[src/rtl/run_ctrl_pkg.sv]
// Shared encodings for the run controller: FSM states (also the debug state
// output) and the run-mode field latched on start.
package run_ctrl_pkg;

  typedef enum logic [2:0] {
    IDLE       = 3'd0,
    RESET_HOLD = 3'd1,
    RUN        = 3'd2,
    PAUSE      = 3'd3,
    STEP       = 3'd4,
    DONE       = 3'd5
  } state_e;

  typedef enum logic [1:0] {
    MODE_FREE    = 2'b00,
    MODE_BOUNDED = 2'b01,
    MODE_STEP    = 2'b10,
    MODE_RSVD    = 2'b11
  } mode_e;

  // The reserved encoding behaves exactly like bounded mode.
  function automatic logic is_bounded(input mode_e m);
    return (m == MODE_BOUNDED) || (m == MODE_RSVD);
  endfunction

endpackage

[src/rtl/cycle_counter.sv]
// Saturating core-cycle counter: synchronous clear has priority over enable,
// and the count sticks at all-ones instead of wrapping.
module cycle_counter #(
  parameter int CNT_W = 32
) (
  input  logic             clock,
  input  logic             reset,
  input  logic             clear,
  input  logic             enable,
  output logic [CNT_W-1:0] count
);

  // NOTE: registers use non-blocking (<=) so every flop samples pre-edge values.
  always_ff @(posedge clock or posedge reset) begin
    if (reset) begin
      count <= '0;
    end else if (clear) begin
      count <= '0;
    end else if (enable && (count != '1)) begin
      count <= count + 1'b1;
    end
  end

endmodule

[src/rtl/run_controller.sv]
// Run controller for a single core: holds it in reset after start, then runs it
// free, bounded, or in multicycle single steps, and reports how the run ended.
module run_controller
  import run_ctrl_pkg::*;
#(
  parameter int RESET_CYCLES = 1,
  parameter int MAX_CYCLES   = 48,
  parameter int STEP_CYCLES  = 5,
  parameter int CNT_W        = 32
) (
  input  logic             clock,
  input  logic             reset,
  input  logic             start,
  input  logic             abort,
  input  logic [1:0]       mode,
  input  logic             step_req,
  input  logic             halt_in,
  output logic             core_reset,
  output logic             core_clk_en,
  output logic [CNT_W-1:0] cycle_count,
  output logic             done,
  output logic             halted,
  output logic             timeout,
  output logic [2:0]       state
);

  localparam int PH_MAX = (RESET_CYCLES > STEP_CYCLES) ? RESET_CYCLES : STEP_CYCLES;
  localparam int PH_W   = (PH_MAX > 1) ? $clog2(PH_MAX) : 1;
  localparam int LW     = (CNT_W > 31) ? CNT_W + 1 : 32;
  localparam logic [LW-1:0]   LIMIT_LAST = LW'(MAX_CYCLES - 1);
  localparam logic [PH_W-1:0] HOLD_LAST  = PH_W'(RESET_CYCLES - 1);
  localparam logic [PH_W-1:0] STEP_LAST  = PH_W'(STEP_CYCLES - 1);

  state_e          state_q, state_d;
  mode_e           mode_q;
  logic [PH_W-1:0] phase_q;
  logic            count_clr, count_en, latch_mode, set_halt, set_timeout;
  logic            at_limit;

  // The counter shows the cycles already run, so this is the cycle that reaches the limit.
  assign at_limit = LW'(cycle_count) >= LIMIT_LAST;

  always_comb begin
    // NOTE: every signal gets a default before the case so no latch is inferred.
    state_d     = state_q;
    count_clr   = 1'b0;
    count_en    = 1'b0;
    latch_mode  = 1'b0;
    set_halt    = 1'b0;
    set_timeout = 1'b0;

    unique case (state_q)
      IDLE, DONE: begin
        if (start) begin
          state_d    = RESET_HOLD;
          latch_mode = 1'b1;
          count_clr  = 1'b1;
        end
      end
      RESET_HOLD: begin
        if (phase_q == HOLD_LAST) state_d = (mode_q == MODE_STEP) ? PAUSE : RUN;
      end
      RUN: begin
        count_en = 1'b1;
        if (halt_in) begin
          state_d  = DONE;
          set_halt = 1'b1;
        end else if (is_bounded(mode_q) && at_limit) begin
          state_d     = DONE;
          set_timeout = 1'b1;
        end
      end
      PAUSE: begin
        if (step_req) state_d = STEP;
      end
      STEP: begin
        count_en = 1'b1;
        if (halt_in) begin
          state_d  = DONE;
          set_halt = 1'b1;
        end else if (phase_q == STEP_LAST) begin
          state_d = PAUSE;
        end
      end
      default: state_d = IDLE;
    endcase

    // Abort wins over everything else, including a start in the same cycle.
    if (abort) begin
      state_d     = IDLE;
      count_clr   = 1'b1;
      count_en    = 1'b0;
      latch_mode  = 1'b0;
      set_halt    = 1'b0;
      set_timeout = 1'b0;
    end
  end

  always_ff @(posedge clock or posedge reset) begin
    if (reset) begin
      state_q <= IDLE;
      mode_q  <= MODE_FREE;
      phase_q <= '0;
      halted  <= 1'b0;
      timeout <= 1'b0;
    end else begin
      state_q <= state_d;
      if (latch_mode) mode_q <= mode_e'(mode);
      // Phase restarts on every state change, so each hold/step window starts at zero.
      if (state_d != state_q) begin
        phase_q <= '0;
      end else if ((state_q == RESET_HOLD) || (state_q == STEP)) begin
        phase_q <= phase_q + 1'b1;
      end
      if (count_clr) begin
        halted  <= 1'b0;
        timeout <= 1'b0;
      end else if (set_halt) begin
        halted <= 1'b1;
      end else if (set_timeout) begin
        timeout <= 1'b1;
      end
    end
  end

  cycle_counter #(
    .CNT_W(CNT_W)
  ) u_cycle_counter (
    .clock (clock),
    .reset (reset),
    .clear (count_clr),
    .enable(count_en),
    .count (cycle_count)
  );

  always_comb begin
    core_reset  = 1'b0;
    core_clk_en = 1'b0;
    unique case (state_q)
      IDLE:            core_reset  = 1'b1;
      RESET_HOLD: begin
        core_reset  = 1'b1;
        core_clk_en = 1'b1;
      end
      RUN, STEP:       core_clk_en = 1'b1;
      default:         ;
    endcase
  end

  assign done  = (state_q == DONE);
  assign state = state_q;

endmodule

[config.mk]
export PLATFORM = sky130hd
export DESIGN_NAME = run_controller
export DESIGN_NICKNAME = d
export VERILOG_FILES = /design/src/rtl/run_ctrl_pkg.sv /design/src/rtl/cycle_counter.sv /design/src/rtl/run_controller.sv
export SDC_FILE = /design/constraint.sdc
export NUM_CORES = 1
export LEC_CHECK = 0
export BUFFER_PORTS_ARGS = -buffer_cell sky130_fd_sc_hd__buf_2
export CAP_MARGIN = 40
export CORE_MARGIN = 3
export CORE_UTILIZATION = 40
export DETAILED_ROUTE_END_ITERATION = 10
export GPL_ROUTABILITY_DRIVEN = 0
export SKIP_CTS_REPAIR_TIMING = 1
export SYNTH_ARGS = -nofsm -noshare
export SYNTH_HDL_FRONTEND = slang
export SYNTH_HIERARCHICAL = 1
export SYNTH_SLANG_ARGS = --single-unit
export TNS_END_PERCENT = 10
[constraint.sdc]
create_clock -name clock -period 7.8 [get_ports clock]
set_clock_uncertainty 0.1 [all_clocks]
set_input_delay 0.78 -clock clock [delete_from_list [all_inputs] [get_ports clock]]
set_output_delay 0.78 -clock clock [all_outputs]
set_load 0.02 [all_outputs]
==> flow_metrics.env, run 1 <==
export IMPL_endpoint_kind="flip-flop"
export IMPL_crit_path_start_kind="flip-flop"
export IMPL_synth_edf_count=0
export IMPL_port_buffers=47
export IMPL_power_density_nw_per_um2=203.5
export IMPL_yosysWarnings=6
export IMPL_async_reset_ff_share_pct=100.0
export IMPL_fillers=611
export IMPL_placed_cell_area_um2=2854
export IMPL_avgSynthCellArea_um2=8.982
export IMPL_fp_row_count=28
export IMPL_peakVddDrop_v=0.0001110
export IMPL_synth_seq_cells=42
export IMPL_syn_num_nets=296
export IMPL_totalNegativeSetupSlack_ps=0
export IMPL_area_growth_synth_to_final_pct=15.79
export IMPL_drt_iter0_markers=176
export IMPL_slew_headroom_pct=41.48
export IMPL_hold_path_class="primary input to async pin"
export IMPL_grt_total_usage_pct=18.90
export IMPL_crit_arrival_ps=3230
export IMPL_grt_ovfl_total=0
export IMPL_hold_worst_slack_ps=379.5
export IMPL_period_needed_ps=3110
export IMPL_crit_path_max_fanout=15
export IMPL_start_util_pct=42.24
export IMPL_synthFlopType="dfrtp_1"
export IMPL_antenna_left=0
export IMPL_synth_cell_area_um2=2560
export IMPL_outcome="completed"
export IMPL_antenna_found_initial=0
export IMPL_cp_required_ps=7920
export IMPL_nets=343
export IMPL_ys_top_cells_by_area="dfrtp_1, a21oi_1, o31ai_1, or4_1, or3_1"
export IMPL_layout_commonest_cell="buf_2"
export IMPL_numCtsBuffers=5
export IMPL_cts_root_buf="clkbuf_8"
export IMPL_drtPass1Iterations=4
export IMPL_grt_pass1_wl_um=11320
export IMPL_fp_dieH_um=86
export IMPL_clk_pin_slew_ps=80
export IMPL_layout_drive_gt1_share_pct=21.02
export IMPL_dieArea_um2=7396
export IMPL_drv_slew=0
export IMPL_cts_sinks=42
export IMPL_cts_tree="yes"
export IMPL_drv_cap=0
export IMPL_worstSkewPairLatency_ps=290
export IMPL_wl_um=6708
export IMPL_tightestPinTransition_ps=868.3
export IMPL_grt_pass1_vias=2263
export IMPL_cts_max_level=2
export IMPL_yosysSeqAreaShare_pct=41.06
export IMPL_static_leakage_power_nw=1.246
export IMPL_hold_viol=0
export IMPL_period_share_pct=39.88
export IMPL_boundaryPins=48
export IMPL_rsz0062_at_grt="no"
export IMPL_drt_vias_per_instance=6.039
export IMPL_grt_max_degree=35
export IMPL_dp_hpwl_um=4693
export IMPL_setup_viol_count_final=0
export IMPL_crit_type="flip-flop to flip-flop"
export IMPL_fmax_mhz=321.5
export IMPL_utilization_pct=48.91
export IMPL_vias=2464
export IMPL_netlist_top_cell_by_area="dfrtp_1"
export IMPL_clk_path_buf_depth=2
export IMPL_synth_cell_types=54
export IMPL_antennaDiodeCount=0
export IMPL_synth_cells=285
export IMPL_avgRoutedWirePerCell_um=16.44
export IMPL_die_w_um=86
export IMPL_core_area_um2=6061
export IMPL_final_cell_mix="buf_2, dfrtp_1, a21oi_1, nor2_1, nand2_1"
export IMPL_layout_cells_non_filler=408
export IMPL_placedCellCount=400
export IMPL_fin_area_um2=2964
export IMPL_drc=0
export IMPL_synth_top_area_share_pct=41.06
cell usage after synthesis, types with 2 or more instances:
cell type,n
mux2i_1,2
buf_6,2
nor4_1,10
mux2_2,2
o32a_1,2
buf_2,4
and2_1,2
and4_1,5
or4_1,14
nor2_1,18
clkbuf_1,5
a31oi_1,4
xnor2_1,4
xor2_1,2
nand4_1,7
and3_1,4
a211oi_1,2
a21oi_1,31
o31a_1,2
nand2b_1,2
o31ai_1,16
inv_1,14
or3_1,12
nor3_1,6
nand3_1,13
dfrtp_1,42
ha_1,3
nand2_1,17
o21ai_0,13
state kept, by name, indices dropped and copies added, names as in the netlist:
| signal | cells |
|---|---|
| u_cycle_counter/count | 32 |
| phase_q | 3 |
| state | 3 |
| mode_q | 2 |
| halted | 1 |
| timeout | 1 |
worst paths after layout:
check	startpoint	endpoint	slack, ps	cells after the start
setup / recovery	state[1]	u_cycle_counter/count[27]	4690	8
hold / removal	reset	phase_q[1]	380	2
setup reg to reg	state[1]	u_cycle_counter/count[27]	4690	8
hold reg to reg	mode_q[1]	mode_q[1]	420	1
max in group asynchronous	reset	u_cycle_counter/count[0]	6820	3
min in group clock	mode_q[1]	mode_q[1]	420	1
where the power goes:
group	internal (mW)	switching (mW)	total (mW)
clock	0.0894	0.0736	0.163
combinational	0.0702	0.109	0.179
sequential	0.233	0.0289	0.261
final cells by class:
cell class | count | area [um2] | share of cell area [%]
multi-input combinational | 217 | 1389 | 46.86
clock buffer | 8 | 110.1 | 3.715
inverter | 15 | 58.81 | 1.984
sequential | 42 | 1051 | 35.46
timing repair buffer | 51 | 261.5 | 8.822
tap | 75 | 93.84 | 3.166
through the flow:
| stage | worst slack, ps | power, mW |
|---|---|---|
| after floorplan | 4905 | 0.4015 |
| after global placement | 4600 | 0.4458 |
| after detailed placement | 4504 | 0.4454 |
| after CTS | 4712 | 0.6106 |
| after global routing | 4447 | 0.6409 |
| final | 4690 | 0.6032 |
worst max-delay path, stage by stage (launching register included):
cell and delay (ps):
dfrtp_1 620, nand2b_1 240, a21oi_1 430, nand4_1 320, nor3_1 330, o311ai_1 140, buf_4 200, or4_1 510
a21oi_1 150
routing by layer:
layer	up-vias	routed length, um	track usage [%]
li1	1201	-	-
met1	1200	3297	27.05
met2	56	3004	29.50
met3	7	342	3.266
met4	0	64	5.036
met5	-	0	0
cell families after synthesis:
kind of cell | after synthesis | synth area share (%)
AO/OA/AOI/OAI | 84 | 21.65
XOR/XNOR | 6 | 2.053
adder cells (fa/ha/maj) | 3 | 1.466
buffers and inverters | 26 | 4.692
flip-flops | 42 | 41.06
multiplexers | 4 | 1.662
AND/OR/NAND/NOR | 120 | 27.42
Note: power is estimated with default switching activity, not from simulation.
==> inputs of run 2 (changes only) <==
==> constraint.sdc (replaced) <==
create_clock -name clock -period 2.64 [get_ports clock]
set_clock_uncertainty 0.1 [all_clocks]
set_input_delay 0.264 -clock clock [delete_from_list [all_inputs] [get_ports clock]]
set_output_delay 0.264 -clock clock [all_outputs]
set_load 0.02 [all_outputs]
==> run 2 against run 1 <==
  * Sequential cell count unchanged
  * Clock power rose to 2.7 times the previous value
  * Worst hold slack worse by 280 ps
  * Sequential share of layout area down 2.0 points
  * Non-clock buffer count grew 21
  * Core utilization up 2.9 points
  * Wire length grew 2.1%
  * Register-to-register slack lost 4500 ps
  * Maximum frequency grew 26%
  * Die area unchanged
  * Clock-buffer cell count down 2
==> flow_metrics.env, run 2 (same netlist as run 1, synthesis figures left out) <==
export IMPL_outcome="completed"
export IMPL_layout_commonest_cell="buf_2"
export IMPL_cts_root_buf="clkbuf_8"
export IMPL_period_needed_ps=2462
export IMPL_rsz0062_at_grt="no"
export IMPL_seq_area_um2=1051
export IMPL_fmax_mhz=406.1
export IMPL_crit_type="flip-flop to flip-flop"
export IMPL_r2r_cells=6
export IMPL_slew_headroom_pct=62.58
export IMPL_cts_sinks=42
export IMPL_top_register="u_cycle_counter/count"
export IMPL_peakVddDrop_v=0.0004127
export IMPL_grt_ovfl_total=0
export IMPL_start_util_pct=42.24
export IMPL_rrSetupSlack_ps=180
export IMPL_r2r_start="u_cycle_counter/count[1]"
export IMPL_drt_vias_per_instance=6.007
export IMPL_boundaryPins=48
export IMPL_cpMaxStageDelayCell="or4_1"
export IMPL_crit_path_max_fanout=14
export IMPL_dieArea_um2=7396
export IMPL_dp_hpwl_um=4990
export IMPL_clk_path_buf_depth=2
export IMPL_drc=0
export IMPL_die_w_um=86
export IMPL_grt_total_usage_pct=19.42
export IMPL_largest_reg_flops=32
export IMPL_drt_iter0_markers=123
export IMPL_reg2reg_to="u_cycle_counter/count[28]"
export IMPL_setup_viol_count_final=0
export IMPL_nets=364
export IMPL_crit_path_start_kind="flip-flop"
export IMPL_final_cell_mix="buf_2, dfrtp_1, a21oi_1, buf_4, nor2_1"
export IMPL_grt_pass1_wl_um=11740
export IMPL_cp_required_ps=2770
export IMPL_tightestPinTransition_ps=557.9
export IMPL_layout_drive_gt1_share_pct=26.55
export IMPL_clk_pin_slew_ps=80
export IMPL_cts_tree="yes"
export IMPL_area_growth_synth_to_final_pct=22.63
export IMPL_endpoint_kind="flip-flop"
export IMPL_core_area_um2=6061
export IMPL_antennaDiodeCount=0
export IMPL_power_density_nw_per_um2=574.2
export IMPL_grt_util_met3_pct=3.554
export IMPL_hold_depth=2
export IMPL_cp_cell_sequence="ha_1 > nand2_1 > or4_4 > or3_4 > or4_1 > a21oi_1"
export IMPL_crit_path_max_incr_delay_ps=490
export IMPL_drv_slew=0
export IMPL_use_met2_pct=31.60
export IMPL_static_leakage_power_nw=1.352
export IMPL_antenna_found_initial=0
export IMPL_worstSkewPairLatency_ps=290
export IMPL_fp_dieH_um=86
export IMPL_period_share_pct=93.27
export IMPL_layout_cells_non_filler=429
export IMPL_grt_max_degree=35
export IMPL_numCtsBuffers=5
export IMPL_wl_um=6851
export IMPL_grt_busiest_layer="met2"
export IMPL_fillers=613
export IMPL_fp_row_count=28
export IMPL_avgRoutedWirePerCell_um=15.97
export IMPL_multi_input_area_um2=1403
export IMPL_drv_cap=0
export IMPL_hold_viol=0
export IMPL_port_buffers=47
export IMPL_hold_start="mode[0]"
export IMPL_totalNegativeSetupSlack_ps=0
export IMPL_crit_arrival_ps=2590
export IMPL_hold_path_class="primary input to flip-flop"
export IMPL_grt_pass1_vias=2455
export IMPL_cts_max_level=2
export IMPL_drtPass1Iterations=4
export IMPL_hold_end="mode_q[0]"
export IMPL_grt_use_met1_pct=26.20
export IMPL_antenna_left=0
export IMPL_vias=2577
export IMPL_placedCellCount=420
run 2: worst max-delay path by stage:
stage	endpoint	cells after the start	start
final	u_cycle_counter/count[28]	6	u_cycle_counter/count[1]
after detailed placement	u_cycle_counter/count[29]	8	state[2]
after floorplan	u_cycle_counter/count[19]	9	state[2]
after CTS	u_cycle_counter/count[29]	8	state[2]
after global placement	u_cycle_counter/count[30]	6	u_cycle_counter/count[1]
after global routing	u_cycle_counter/count[27]	8	state[1]
run 2: worst max-delay path: cells and delay by family, from the launching register on:
kind,cells,cell delay [ps]
AND/OR/NAND/NOR,4,1500
flip-flops,1,420
adder cells (fa/ha/maj),1,220
AO/OA/AOI/OAI,1,150
run 2: layer usage:
| metal | share of wire (%) | routed length, um |
|---|---|---|
| met1 | 46 | 3153 |
| met2 | 48 | 3307 |
| met3 | 4.8 | 329 |
| met4 | 0.89 | 61 |
| met5 | 0 | 0 |
run 2: power by group:
part	internal [mW]	leakage (nW)	switching, mW	total, mW
logic	0.257	0.724	0.381	0.639
clock network	0.210	0.0472	0.222	0.432
registers	0.688	0.580	0.0435	0.731
total	1.16	1.35	0.647	1.80
run 2: cell type report:
type                       count  share of cell area, %
clock buffer                   6                  2.631
tap                           75                  2.989
sequential                    42                  33.48
clock inverter                 2                 0.3986
multi-input combinational    217                  44.68
timing repair buffer          72                  13.95
inverter                      15                  1.873
run 2: per-stage QoR:
stage | util, % | setup WS (ps) | power, mW | hold WS (ps) | area (um2)
2_1_floorplan | - | 11.22 | 1.190 | 4.178 | 2564
3_3_place_gp | 49.90 | 252.2 | 1.375 | 175.8 | 3024
3_5_place_dp | 49.90 | 186.2 | 1.382 | 174.9 | 3024
4_1_cts | 51.47 | 155.6 | 1.819 | -152.6 | 3119
5_1_grt | 51.80 | 21.28 | 1.909 | 110.0 | 3139
6_report | 51.80 | 177.8 | 1.803 | 101.9 | 3139
